<file path="src/rtl/uart_tx_packetizer.sv">
// uart_tx_packetizer: buffers 32-bit words and frames them as SYNC + little-endian payload (+ XOR byte if UART_TX_PKT_CHECKSUM_EN).
// SYNC is offered two cycles after the first word is written; tx_ready stalls the frame, a full FIFO drops in_ready.
module uart_tx_packetizer #(
  parameter int         DEPTH     = 16,
  parameter logic [7:0] SYNC_BYTE = 8'hA5
) (
  input  logic                    clk,
  input  logic                    rst_n,
  input  logic [31:0]             in_data,
  input  logic                    in_last,
  input  logic                    in_valid,
  output logic                    in_ready,
  output logic [7:0]              tx_data,
  output logic                    tx_valid,
  input  logic                    tx_ready,
  output logic [$clog2(DEPTH):0]  fifo_count,
  output logic                    busy,
  output logic                    pkt_done
);
  localparam int AW = $clog2(DEPTH);
  localparam logic [AW:0] FULL = (AW+1)'(DEPTH);

`ifdef UART_TX_PKT_CHECKSUM_EN
  typedef enum logic [1:0] {IDLE, SYNC, PAYLOAD, CSUM} state_t;
  logic [7:0] csum;
`else
  typedef enum logic [1:0] {IDLE, SYNC, PAYLOAD} state_t;
`endif

  state_t        state, state_nxt;
  logic [32:0]   mem [DEPTH];
  logic [AW-1:0] wr_ptr, rd_ptr;
  logic [1:0]    byte_idx;
  logic [32:0]   head;
  logic          push, pop, hs, done_hs;

  assign head     = mem[rd_ptr];
  assign in_ready = (fifo_count != FULL);
  assign push     = in_valid && in_ready;
  assign hs       = tx_valid && tx_ready;
  assign busy     = (state != IDLE) || (fifo_count != '0);

  always_ff @(posedge clk) begin
    if (push) mem[wr_ptr] <= {in_last, in_data};
  end

  always_ff @(posedge clk) begin
    if (!rst_n) begin
      wr_ptr     <= '0;
      rd_ptr     <= '0;
      fifo_count <= '0;
    end else begin
      if (push) wr_ptr <= wr_ptr + 1'b1;
      if (pop)  rd_ptr <= rd_ptr + 1'b1;
      case ({push, pop})
        2'b10:   fifo_count <= fifo_count + 1'b1;
        2'b01:   fifo_count <= fifo_count - 1'b1;
        default: ;
      endcase
    end
  end

  // Outputs depend only on state, byte_idx, csum and the FIFO head, never on tx_ready.
  always_comb begin
    state_nxt = state;
    tx_valid  = 1'b0;
    tx_data   = 8'h00;
    pop       = 1'b0;
    done_hs   = 1'b0;
    case (state)
      IDLE: begin
        if (fifo_count != '0) state_nxt = SYNC;
      end
      SYNC: begin
        tx_valid = 1'b1;
        tx_data  = SYNC_BYTE;
        if (tx_ready) state_nxt = PAYLOAD;
      end
      PAYLOAD: begin
        tx_valid = (fifo_count != '0);
        tx_data  = head[{byte_idx, 3'b000} +: 8];
        if (tx_valid && tx_ready && byte_idx == 2'd3) begin
          pop = 1'b1;
          if (head[32]) begin
`ifdef UART_TX_PKT_CHECKSUM_EN
            state_nxt = CSUM;
`else
            state_nxt = IDLE;
            done_hs   = 1'b1;
`endif
          end
        end
      end
`ifdef UART_TX_PKT_CHECKSUM_EN
      CSUM: begin
        tx_valid = 1'b1;
        tx_data  = csum;
        if (tx_ready) begin
          state_nxt = IDLE;
          done_hs   = 1'b1;
        end
      end
`endif
      default: state_nxt = IDLE;
    endcase
  end

  always_ff @(posedge clk) begin
    if (!rst_n) state <= IDLE;
    else        state <= state_nxt;
  end

  always_ff @(posedge clk) begin
    if (!rst_n) begin
      byte_idx <= '0;
      pkt_done <= 1'b0;
    end else begin
      pkt_done <= done_hs;
      if (hs && state == SYNC)         byte_idx <= '0;
      else if (hs && state == PAYLOAD) byte_idx <= byte_idx + 1'b1;
    end
  end

`ifdef UART_TX_PKT_CHECKSUM_EN
  always_ff @(posedge clk) begin
    if (!rst_n)                      csum <= '0;
    else if (hs && state == SYNC)    csum <= '0;
    else if (hs && state == PAYLOAD) csum <= csum ^ tx_data;
  end
`endif

endmodule

</file>
<file path="config.mk">
export PLATFORM = sky130hd
export DESIGN_NAME = uart_tx_packetizer
export DESIGN_NICKNAME = d
export VERILOG_FILES = /design/src/rtl/uart_tx_packetizer.sv
export SDC_FILE = /design/constraint.sdc
export NUM_CORES = 1
export LEC_CHECK = 0
export ABC_AREA = 1
export BUFFER_PORTS_ARGS = -buffer_cell sky130_fd_sc_hd__buf_2
export CORE_MARGIN = 1.5
export CORE_UTILIZATION = 58
export CTS_BUF_LIST = sky130_fd_sc_hd__clkbuf_8
export CTS_CLUSTER_SIZE = 16
export DETAILED_ROUTE_END_ITERATION = 10
export HOLD_SLACK_MARGIN = 0.03
export PLACE_DENSITY = 0.82
export SLEW_MARGIN = 20
export SYNTH_ARGS = -nofsm -noshare
export SYNTH_HDL_FRONTEND = slang
export SYNTH_SLANG_ARGS = --single-unit
</file>
<file path="constraint.sdc">
create_clock -name clk -period 2.73 [get_ports clk]
set_input_delay 0.1365 -clock clk [delete_from_list [all_inputs] [get_ports clk]]
set_output_delay 0.1365 -clock clk [all_outputs]
set_load 0.005 [all_outputs]
</file>
==> out/summary.log <==
INFO  worst_hold_path hold_path.class=in2reg
INFO  logic_synthesis ys_seq_area_frac=0.725
INFO  drt            vias=16300
INFO  power_and_ir_drop power_leakage=9.73nW
INFO  grt            antenna_found_initial=4
INFO  grt            grt-ovfl-total=0
INFO  cells_and_area area_growth=16.1%
INFO  run_status     failing_checks=setup timing
INFO  sta            maxClockFrequency=362MHz
INFO  logic_synthesis synth.ff_latch_count=550
INFO  sta            holdWs=0.423ns
INFO  floorplanning  start_util=0.593
INFO  setup_path     critPathCapture=tx_data[1]
INFO  setup_path     critPathMaxStageDelay=0.47ns
INFO  logic_synthesis netlist_top_cells_area=edfxtp_1, nand2_1, nand3_1, dfxtp_1, buf_2
INFO  floorplanning  die_height=200um
INFO  logic_synthesis synthesis.area_per_instance=11.5um2
INFO  floorplanning  floorplan.io_pins=54
INFO  cells_and_area final_layout_size_suffix_gt1_frac=0.127
INFO  clock_tree     cts_root_buffer=clkbuf_8
INFO  logic_synthesis synthesis.nets=1998
INFO  logic_synthesis yosysWarningCount=0
INFO  grt            grt_max_degree=104
INFO  grt            grt_use_total=0.291
INFO  drt            drc=0
INFO  drt            avg_vias_per_cell=6.09
INFO  cells_and_area final_core_utilization=0.688
INFO  setup_path     timing.critical_path.required=2.59ns
INFO  power_and_ir_drop power.density=637nW/um2
INFO  floorplanning  row_count=71
INFO  clock_tree     cts_tree=built
INFO  logic_synthesis synthesis.area=22500um2
INFO  sta            post-route-period-util=1.01
INFO  sta            drv_slew=0
INFO  clock_tree     clkSlewWorstSetupHoldPaths=0.05ns
INFO  clock_tree     clock_insertion_delay_worst_skew=0.63ns
INFO  run            drv_cap=0
INFO  setup_path     crit-reg2reg-capture=state[1]$_SDFFE_PN0P_
INFO  sta            finalCriticalPeriod=2.77ns
INFO  logic_synthesis asyncSetResetFlopFracSynth=0
INFO  sta            setup_repair_after_global_routing_missed_its_margin=yes
INFO  setup_path     critical_path_peak_fanout=14
INFO  logic_synthesis synth_cell_types=26
INFO  floorplanning  die_area=40000um2
INFO  setup_path     worstSetupEndpointType=primary output
INFO  cells_and_area num-nets-final=2146
INFO  setup_path     cp-start-kind=flop
INFO  drt            total_wirelength_of_the_detailed_routed_design=61.0mm
INFO  clock_tree     cts_made_buffers=84
INFO  sta            worst_slack=-0.0360ns
INFO  drt            first_iter_violations=2465
INFO  run_status     outcome=finished, violations left
INFO  drt            final_antenna_net_count=0
INFO  setup_path     timing.reg2reg.setup_slack=0.23ns
INFO  placement      placement.io_buffers=53
INFO  drt            routedWlPerCell=22.8um
INFO  logic_synthesis synth_ff_type=edfxtp_1
INFO  logic_synthesis yosys.cell_count.top_type=nand2_1
INFO  setup_path     timing.critical_path.arrival=2.63ns
INFO  setup_path     timing.setup.critical_path_class=reg2out
INFO  placement      gp_congestion=0.859
INFO  floorplanning  dieWidth=200um
INFO  sta            worstMarginPinSlew=0.555ns
INFO  logic_synthesis synth.top_cell.area_share=0.705
INFO  placement      place_hpwl=30.7mm
INFO  cells_and_area filler_cell_count=2465
INFO  setup_path     reg2regPathDepth=12
INFO  clock_tree     cts_max_level=3
INFO  power_and_ir_drop vdd_ir_drop_max=0.505mV
INFO  grt            wire_length_of_the_first_global_routing_pass=86.9mm
INFO  setup_path     crit_slowest_cell=dfxtp_4
INFO  setup_path     timing.critical_path.cells=buf_12 > clkbuf_16 > nand2_1 > nand3_1 > nand2_1 > a21oi_1 > o31ai_2 > nand2_1 > nand3_1 > a21oi_2 > buf_2
INFO  logic_synthesis synthDominantAreaCellType=edfxtp_1
INFO  logic_synthesis synth-edff-count=528
INFO  drt            firstDrtPassIters=8
INFO  logic_synthesis post_synth_top_cells=nand2_1, edfxtp_1, nand3_1, nor2_1, buf_2
INFO  floorplanning  core_area=37900um2
INFO  clock_tree     clock_sinks=550
INFO  sta            hold_viol_final=0
INFO  logic_synthesis synthesis.instances=1948
INFO  clock_tree     clock_path_buffers=3
INFO  setup_path     worst_path_most_repeated_cell=nand2_1
INFO  grt            first_global_vias=15900
INFO  sta            worst_slew_margin_rel=0.630
INFO  sta            number_of_failing_setup_endpoints_in_the_final_timing_report=1
INFO  sta            fin_worst_skew=0.0180ns
-- per-stage QoR --
| step | std cells | area, um2 | setup WS, ns | setup TNS [ns] | power [mW] |
|---|---|---|---|---|---|
| floorplan | 1948 | 22500 | -0.106 | -45.59 | 10.0 |
| global placement | 2457 | 23600 | 0.517 | 0 | 10.4 |
| detailed placement | 2457 | 23600 | 0.480 | 0 | 10.4 |
| CTS | 2647 | 25600 | -0.0106 | -0.0281 | 16.6 |
| global route | 2673 | 26100 | -0.134 | -0.374 | 17.1 |
| finish | 2673 | 26100 | -0.0360 | -0.0360 | 16.6 |
-- placed cells by master, fill, tap and decap left out, types with 19 or more instances in the layout --
cell           netlist  final
a21oi_1             30     26
buf_2               49     53
buf_4               12     45
clkbuf_8             0     89
dfxtp_1             22     19
dlygate4sd3_1        0     37
edfxtp_1           528    528
inv_1               37     67
nand2_1            671    670
nand3_1            431    426
nor2_1              57     41
o21ai_0             21     21
-- registers in the layout, indices dropped and copies added (netlist names), named ones only --
register	count
byte_idx	2
fifo_count	5
mem	528
pkt_done	1
rd_ptr	4
state	2
wr_ptr	4
-- power breakdown --
group | internal [mW] | total, mW | switching [mW]
Sequential | 9.39 | 9.44 | 0.0508
Combinational | 0.291 | 0.926 | 0.635
Clock | 3.19 | 6.28 | 3.09
Total | 12.9 | 16.6 | 3.77
-- worst max-delay path, delay by kind of cell (launching register included) --
family | cells | cell delay [ns]
flops | 1 | 0.47
buf+inv | 3 | 0.54
compound gates | 3 | 0.53
simple gates | 5 | 0.46
-- final cells by class --
type,instances,area [um2],share of cell area
inverter,39,184,0.00704
clock inverter,60,302,0.0115
multi-input combinational,1245,5630,0.216
timing repair buffer,174,1800,0.0688
sequential,550,16300,0.624
timing repair inverter,2,22.5,0.000863
antenna,3,7.51,0.000288
tap,511,639,0.0245
clock buffer,89,1220,0.0469
-- kinds of logic after synthesis --
group,synth area share
xor+xnor,0.00195
simple gates,0.220
fa+ha+maj,0.00723
flops,0.725
buf+inv,0.0326
compound gates,0.0136
-- layer usage --
layer,share of wire,global-route usage
met1,0.35,0.364
met2,0.48,0.488
met3,0.12,0.0593
met4,0.051,0.143
met5,0.00018,0
-- how the worst min path moves through the flow --
stage                           start               endpoint  slack, ns  cells past startpoint
6_report                        rst_n  state[0]$_SDFFE_PN0P_       0.42                      4
5_1_grt                   in_data[20]   mem[7][20]$_DFFE_PP_       0.44                      2
4_1_cts                         rst_n  state[0]$_SDFFE_PN0P_       0.41                      4
3_5_place_dp   rd_ptr[0]$_SDFFE_PN0P_                   flop       0.49                      2
3_3_place_gp   rd_ptr[0]$_SDFFE_PN0P_                   flop       0.47                      2
2_1_floorplan              in_data[0]    mem[0][0]$_DFFE_PP_       0.24                      0
-- repair_timing --
| action | CTS | global route |
|---|---|---|
| setup endpoints to repair | 8 | 8 |
| setup buffers | 3 | 10 |
| hold buffers | 37 | 0 |
| pin swaps | 0 | 3 |
| cloned | 1 | 13 |
| gates resized for setup | 10 | 30 |
| hold endpoints to repair | 548 | 0 |
Note: power is estimated with default switching activity, not from simulation.
